==> src/rtl/icache_direct.sv <==
// Direct-mapped read-only instruction cache: combinational hit path, IDLE/REQ/FILL line refill.
// Optional hit/miss counters are enabled by defining ICACHE_STATS_EN.
module icache_direct #(
    parameter int LINES = 16,
    parameter int WORDS = 4
) (
    input  logic        clk,
    input  logic        reset,
    input  logic        req_valid,
    input  logic [31:0] req_addr,
    output logic        resp_valid,
    output logic [31:0] resp_data,
    output logic        cmiss_stall,
    input  logic        flush,
    output logic        mem_req_valid,
    input  logic        mem_req_ready,
    output logic [31:0] mem_req_addr,
    input  logic        mem_resp_valid,
    input  logic [31:0] mem_resp_data
`ifdef ICACHE_STATS_EN
    ,
    output logic [31:0] hit_count,
    output logic [31:0] miss_count
`endif
);
    localparam int OFF_W = $clog2(WORDS);
    localparam int IDX_W = $clog2(LINES);
    localparam int LO_W  = OFF_W + 2;
    localparam int TAG_W = 32 - LO_W - IDX_W;

    typedef enum logic [1:0] {IDLE, REQ, FILL} state_t;

    state_t           r_state;
    state_t           w_next_state;
    logic [LINES-1:0] r_valid;
    logic [TAG_W-1:0] r_tag  [LINES];
    logic [31:0]      r_data [LINES][WORDS];
    logic [31:0]      r_miss_addr;
    logic [OFF_W-1:0] r_beat;
    logic             r_flush_seen;

    logic [IDX_W-1:0] w_idx;
    logic [IDX_W-1:0] w_miss_idx;
    logic [OFF_W-1:0] w_off;
    logic [TAG_W-1:0] w_tag;
    logic [TAG_W-1:0] w_miss_tag;
    logic             w_hit;
    logic             w_start_miss;
    logic             w_beat;
    logic             w_last_beat;
    logic             w_unused_addr;

    assign w_idx         = req_addr[LO_W +: IDX_W];
    assign w_off         = req_addr[2 +: OFF_W];
    assign w_tag         = req_addr[31 -: TAG_W];
    assign w_miss_idx    = r_miss_addr[LO_W +: IDX_W];
    assign w_miss_tag    = r_miss_addr[31 -: TAG_W];
    assign w_unused_addr = &{1'b0, req_addr[1:0]};

    assign w_hit        = r_valid[w_idx] && (r_tag[w_idx] == w_tag);
    assign w_start_miss = (r_state == IDLE) && req_valid && !w_hit && !flush;
    assign w_beat       = (r_state == FILL) && mem_resp_valid;
    assign w_last_beat  = w_beat && (r_beat == '1);

    always_ff @(posedge clk or posedge reset) begin
        if (reset) begin
            r_state <= IDLE;
        end else begin
            r_state <= w_next_state;
        end
    end

    always_comb begin
        w_next_state = r_state;
        case (r_state)
            IDLE:    if (w_start_miss) w_next_state = REQ;
            REQ:     if (mem_req_ready) w_next_state = FILL;
            FILL:    if (w_last_beat) w_next_state = IDLE;
            default: w_next_state = IDLE;
        endcase
    end

    always_comb begin
        mem_req_valid = 1'b0;
        mem_req_addr  = '0;
        resp_valid    = 1'b0;
        resp_data     = '0;
        cmiss_stall   = req_valid && (!w_hit || (r_state != IDLE));
        if (r_state == REQ) begin
            mem_req_valid = 1'b1;
            mem_req_addr  = r_miss_addr;
        end
        if (req_valid && w_hit && (r_state == IDLE)) begin
            resp_valid = 1'b1;
            resp_data  = r_data[w_idx][w_off];
        end
    end

    always_ff @(posedge clk or posedge reset) begin
        if (reset) begin
            r_valid      <= '0;
            r_miss_addr  <= '0;
            r_beat       <= '0;
            r_flush_seen <= 1'b0;
        end else begin
            if (w_start_miss) begin
                r_miss_addr <= {req_addr[31:LO_W], {LO_W{1'b0}}};
            end
            if ((r_state == REQ) && mem_req_ready) begin
                r_beat <= '0;
            end else if (w_beat) begin
                r_beat <= r_beat + OFF_W'(1);
            end
            // A flush seen anywhere in the refill keeps the refilled line invalid.
            if (w_last_beat) begin
                r_flush_seen <= 1'b0;
            end else if (flush && (r_state != IDLE)) begin
                r_flush_seen <= 1'b1;
            end
            if (flush) begin
                r_valid <= '0;
            end else if (w_last_beat && !r_flush_seen) begin
                r_valid[w_miss_idx] <= 1'b1;
            end
        end
    end

    always_ff @(posedge clk) begin
        if (w_beat) begin
            r_data[w_miss_idx][r_beat] <= mem_resp_data;
        end
        if (w_last_beat) begin
            r_tag[w_miss_idx] <= w_miss_tag;
        end
    end

`ifdef ICACHE_STATS_EN
    always_ff @(posedge clk or posedge reset) begin
        if (reset) begin
            hit_count  <= '0;
            miss_count <= '0;
        end else begin
            if (resp_valid) begin
                hit_count <= hit_count + 32'd1;
            end
            if (w_start_miss) begin
                miss_count <= miss_count + 32'd1;
            end
        end
    end
`endif

endmodule

==> config.mk <==
export PLATFORM = sky130hd
export DESIGN_NAME = icache_direct
export DESIGN_NICKNAME = d
export VERILOG_FILES = /design/src/rtl/icache_direct.sv
export SDC_FILE = /design/constraint.sdc
export NUM_CORES = 2
export LEC_CHECK = 0
export ABC_CLOCK_PERIOD_IN_PS = 6360
export CORE_MARGIN = 5
export CORE_UTILIZATION = 38
export DETAILED_ROUTE_END_ITERATION = 16
export GPL_TIMING_DRIVEN = 0
export SYNTH_ARGS = -nofsm -noshare
export SYNTH_HDL_FRONTEND = slang
export SYNTH_SLANG_ARGS = --single-unit
==> constraint.sdc <==
create_clock -name clk -period 6.36 [get_ports clk]
set_input_delay 1.272 -clock clk [delete_from_list [all_inputs] [get_ports clk]]
set_output_delay 1.272 -clock clk [all_outputs]
set_load 0.1 [all_outputs]
==> metrics.csv <==
stage,metric,value,unit
logic_synthesis,Synth Flop Type,edfxtp_1,
placed_design,Post-DP Area,104000,µm²
layout,Post-Layout Inst Area,113000,µm²
outcome,run status,"complete, but fails checks",
sta,Final Hold Fails,0,
placed_design,I/O Buffers,123,
routing,routed via count,45900,
global_route,total gr overflow,0,
clock_tree,"Reg clk slew, reported paths",60,ps
logic_synthesis,post-synthesis sequential area ratio,0.777,
critical_path,CP endpoint kind,primary output,
logic_synthesis,number of synthesized flops with an enable pin,2432,
sta,fin. max-slew vios,0,
routing,# DRC,0,
critical_path,CP max-delay cell,a311oi_2,
clock_tree,CTS Hold Bufs,0,
die,core area,251000,µm²
routing,"wirelength, routed",264000,µm
logic_synthesis,Post-Synthesis Cells,3970,
logic_synthesis,Seq cells post-synth,2481,
logic_synthesis,mux cell area share after synthesis,0.186,
die,Top Ports,137,
critical_path,"Max FO, Critical Path",10,
logic_synthesis,main combinational cell family by area after synthesis,multiplexers,
pwr,P_leak,0.0351,µW
die,Die H,512,µm
placed_design,Final Wtd Congestion,0.867,
die,Initial Util,0.381,
critical_path,CP required,5090,ps
logic_synthesis,XOR/XNOR Fraction of Synth Area,0.00220,
logic_synthesis,post-synth top area share,0.764,
logic_synthesis,Post-Synth Adder-Cell Area,0.000523,
die,Rows,184,
clock_tree,H-tree levels,4,
placed_design,Post-DP HPWL,177000,µm
sta,Slew HR,0.0977,
clock_tree,clock root buffer,clkbuf_16,
min_path,worst hold path type,reg2reg,
clock_tree,CTS tree,done,
layout,fin nets,4550,
logic_synthesis,Compound-Gate Fraction of Synth Area,0.00792,
clock_tree,worst-skew pair later-pin latency,890,ps
critical_path,"most used cell, CP",buf_6,
job,Max Cap Violations,0,
sta,Setup Skew,72.4,ps
critical_path,Crit Path Class,in2out,
critical_path,critical-path cell list,"buf_6, buf_12, buf_8, buf_4, nor2_1, a22o_1, a221oi_1, xor2_1, nor2b_1, and4b_1, nand4b_4, buf_6, a311oi_2, buf_6",
pwr,power density cells,318,nW/µm²
global_route,Tot GR Track Use,0.199,
layout,share of layout cells above drive strength 1,0.337,
die,die width,512,µm
die,Die Area,262000,µm²
sta,setup ws final,-39.6,ps
global_route,number of global-route vias before repair,46200,
routing,drt via density,5.71,
logic_synthesis,Mapped Avg Cell Area,24.1,µm²
sta,setup violators final,2,
layout,register area,74300,µm²
logic_synthesis,"Async S/R FF share, synth",0.0198,
logic_synthesis,Yosys cell types,72,
clock_tree,clk sink count,2481,
clock_tree,number of buffers created by CTS,238,
critical_path,crit start category,primary input,
sta,fin crit share,1.01,
routing,DRT antenna net count,0,
layout,Fill cells,20800,
global_route,initial antenna violation count,16,
layout,area of the multi-input gates,20900,µm²
logic_synthesis,Synth Cell Area,95600,µm²
clock_tree,Clock Tree Buf Depth,3,
sta,Tmin final,6400,ps
critical_path,Worst path max stage delay,450,ps
routing,Routed wire per std cell,32.9,µm
routing,drt pass-1 iters,5,
outcome,failing checks,setup timing,
layout,area added between synthesis and finish,17.9,%
pwr,Max IR drop VDD,0.000287,V
routing,Initial DRC Count,5932,
logic_synthesis,Post-Synth Simple-Gate Area,0.0156,
logic_synthesis,leading area contributor after synthesis,edfxtp_1,
sta,RSZ-0062 raised after global routing,true,
critical_path,CP arrival,5130,ps
logic_synthesis,Area contributors post-synth,"edfxtp_1, mux4_2, dfrtp_1",
sta,Max Clock Freq,156,MHz
logic_synthesis,Syn. warnings,0,
sta,Slew @ Worst Pin,1350,ps
global_route,global-route wire length before repair,368000,µm
global_route,pin count of the biggest net entering global routing,65,
pwr,Total Power,35800,µW
per-stage QoR:
step / std cells / setup TNS (ps) / hold slack (ps) / worst slack, ps / utilization
floorplan: 3973 / -2810 / 457 / -701 / -
global placement: 7444 / -3669850 / 481 / -3690 / 0.403
detailed placement: 7583 / -66550 / 489 / -2590 / 0.416
CTS: 8033 / -1000 / 502 / -164 / 0.448
global route: 8035 / -98.4 / 519 / -28.7 / 0.449
finish: 8044 / -42.3 / 497 / -39.6 / 0.449
layout by cell type (no fill, tap or decap), types with 12 or more instances in the layout:
cell type	instances
buf_2	62
clkdlybuf4s50_1	57
buf_16	41
clkbuf_16	239
clkbuf_1	89
edfxtp_1	2432
xnor2_1	13
buf_6	36
bufinv_16	24
nor2_4	64
nand2_1	47
clkinv_2	49
mux2i_1	51
nand3_1	15
o22ai_1	12
and2_1	36
nor2b_1	45
clkbuf_4	34
mux4_2	748
nor3_1	12
clkinv_1	68
buf_4	81
clkbuf_2	21
nor2_1	47
dfrtp_1	49
mux2_2	24
buf_12	100
synthesized netlist by cell type (all sizes together) (3+ instances only):
cell,instances
dfrtp,49
or3,3
xnor2,13
ha,4
and2,37
nand2b,4
a31oi,9
nor2,111
o22ai,12
a211oi,14
a22o,5
mux2i,55
nor3,12
a221oi,5
nand2,47
buf,129
a211o,3
a22oi,10
a311oi,4
a21oi,6
nor4,3
mux4,748
nand3,15
nor2b,45
mux2,33
o21ai,6
o221ai,3
nand4,3
inv,10
nand4b,5
nand3b,3
xor2,11
clkbuf,89
edfxtp,2432
per-layer routing:
layer | vias to the layer above | global-route usage | part of all wire
met2 | 2174 | 0.322 | 0.49
met3 | 367 | 0.0379 | 0.079
met1 | 25200 | 0.278 | 0.41
li1 | 18100 | - | -
met4 | 8 | 0.0589 | 0.030
met5 | - | 0 | 0.00022
repair_timing:
| item | CTS | global route |
|---|---|---|
| gates cloned | 0 | 0 |
| buffers inserted | 0 | 1 |
| resized for setup | 422 | 51 |
| endpoints found under the setup margin | 34 | 26 |
power by group:
part	switching (µW)	internal [µW]	total [µW]
sequential	451	18600	19000
clock	6090	7870	14000
combinational	1890	973	2860
cells by family (layout without fill, tap and decap cells):
| logic type | after synthesis | in the layout |
|---|---|---|
| xor+xnor | 24 | 24 |
| flops | 2481 | 2481 |
| buf+inv | 228 | 941 |
| mux | 836 | 836 |
| fa+ha+maj | 4 | 4 |
| other cells | 1 | 14 |
| compound gates | 98 | 98 |
| simple gates | 298 | 298 |
flip-flops by register name, summed over array words and instances, names as in the netlist:
signal and cells:
r_miss_addr 28, r_flush_seen 1, r_valid 16, r_state 2, r_beat 2, r_data 2048
r_tag 384
final timing paths:
path	endpoint	start	depth (start not counted)	slack, ps
max in group asynchronous	r_miss_addr[29]	reset	3	4780
max	resp_data[28]	req_addr[4]	14	-40
min in group asynchronous	r_miss_addr[14]	reset	2	940
min reg2reg	r_valid[15]	r_valid[15]	2	500
min	r_valid[15]	r_valid[15]	2	500
max reg2reg	r_tag[12][9]	r_state[1]	8	2170
final cells by class:
cell class,instances,area share
diodes,10,0.000222
plain buffers,218,0.0139
clock buffers,290,0.0547
clock inverters,160,0.0133
inverters,10,0.000333
multi-input cells,1264,0.185
flip-flops and latches,2481,0.659
well taps,3348,0.0372
repair buffers,263,0.0363
critical path, delay by kind of cell:
| kind | cells | cell delay (ps) |
|---|---|---|
| AOI/OAI and AO/OA | 3 | 1130 |
| xor gates and xnor gates | 1 | 340 |
| buffers and inverters | 6 | 1420 |
| and+or+nand+nor | 4 | 930 |
Note: power is estimated with default switching activity, not from simulation.
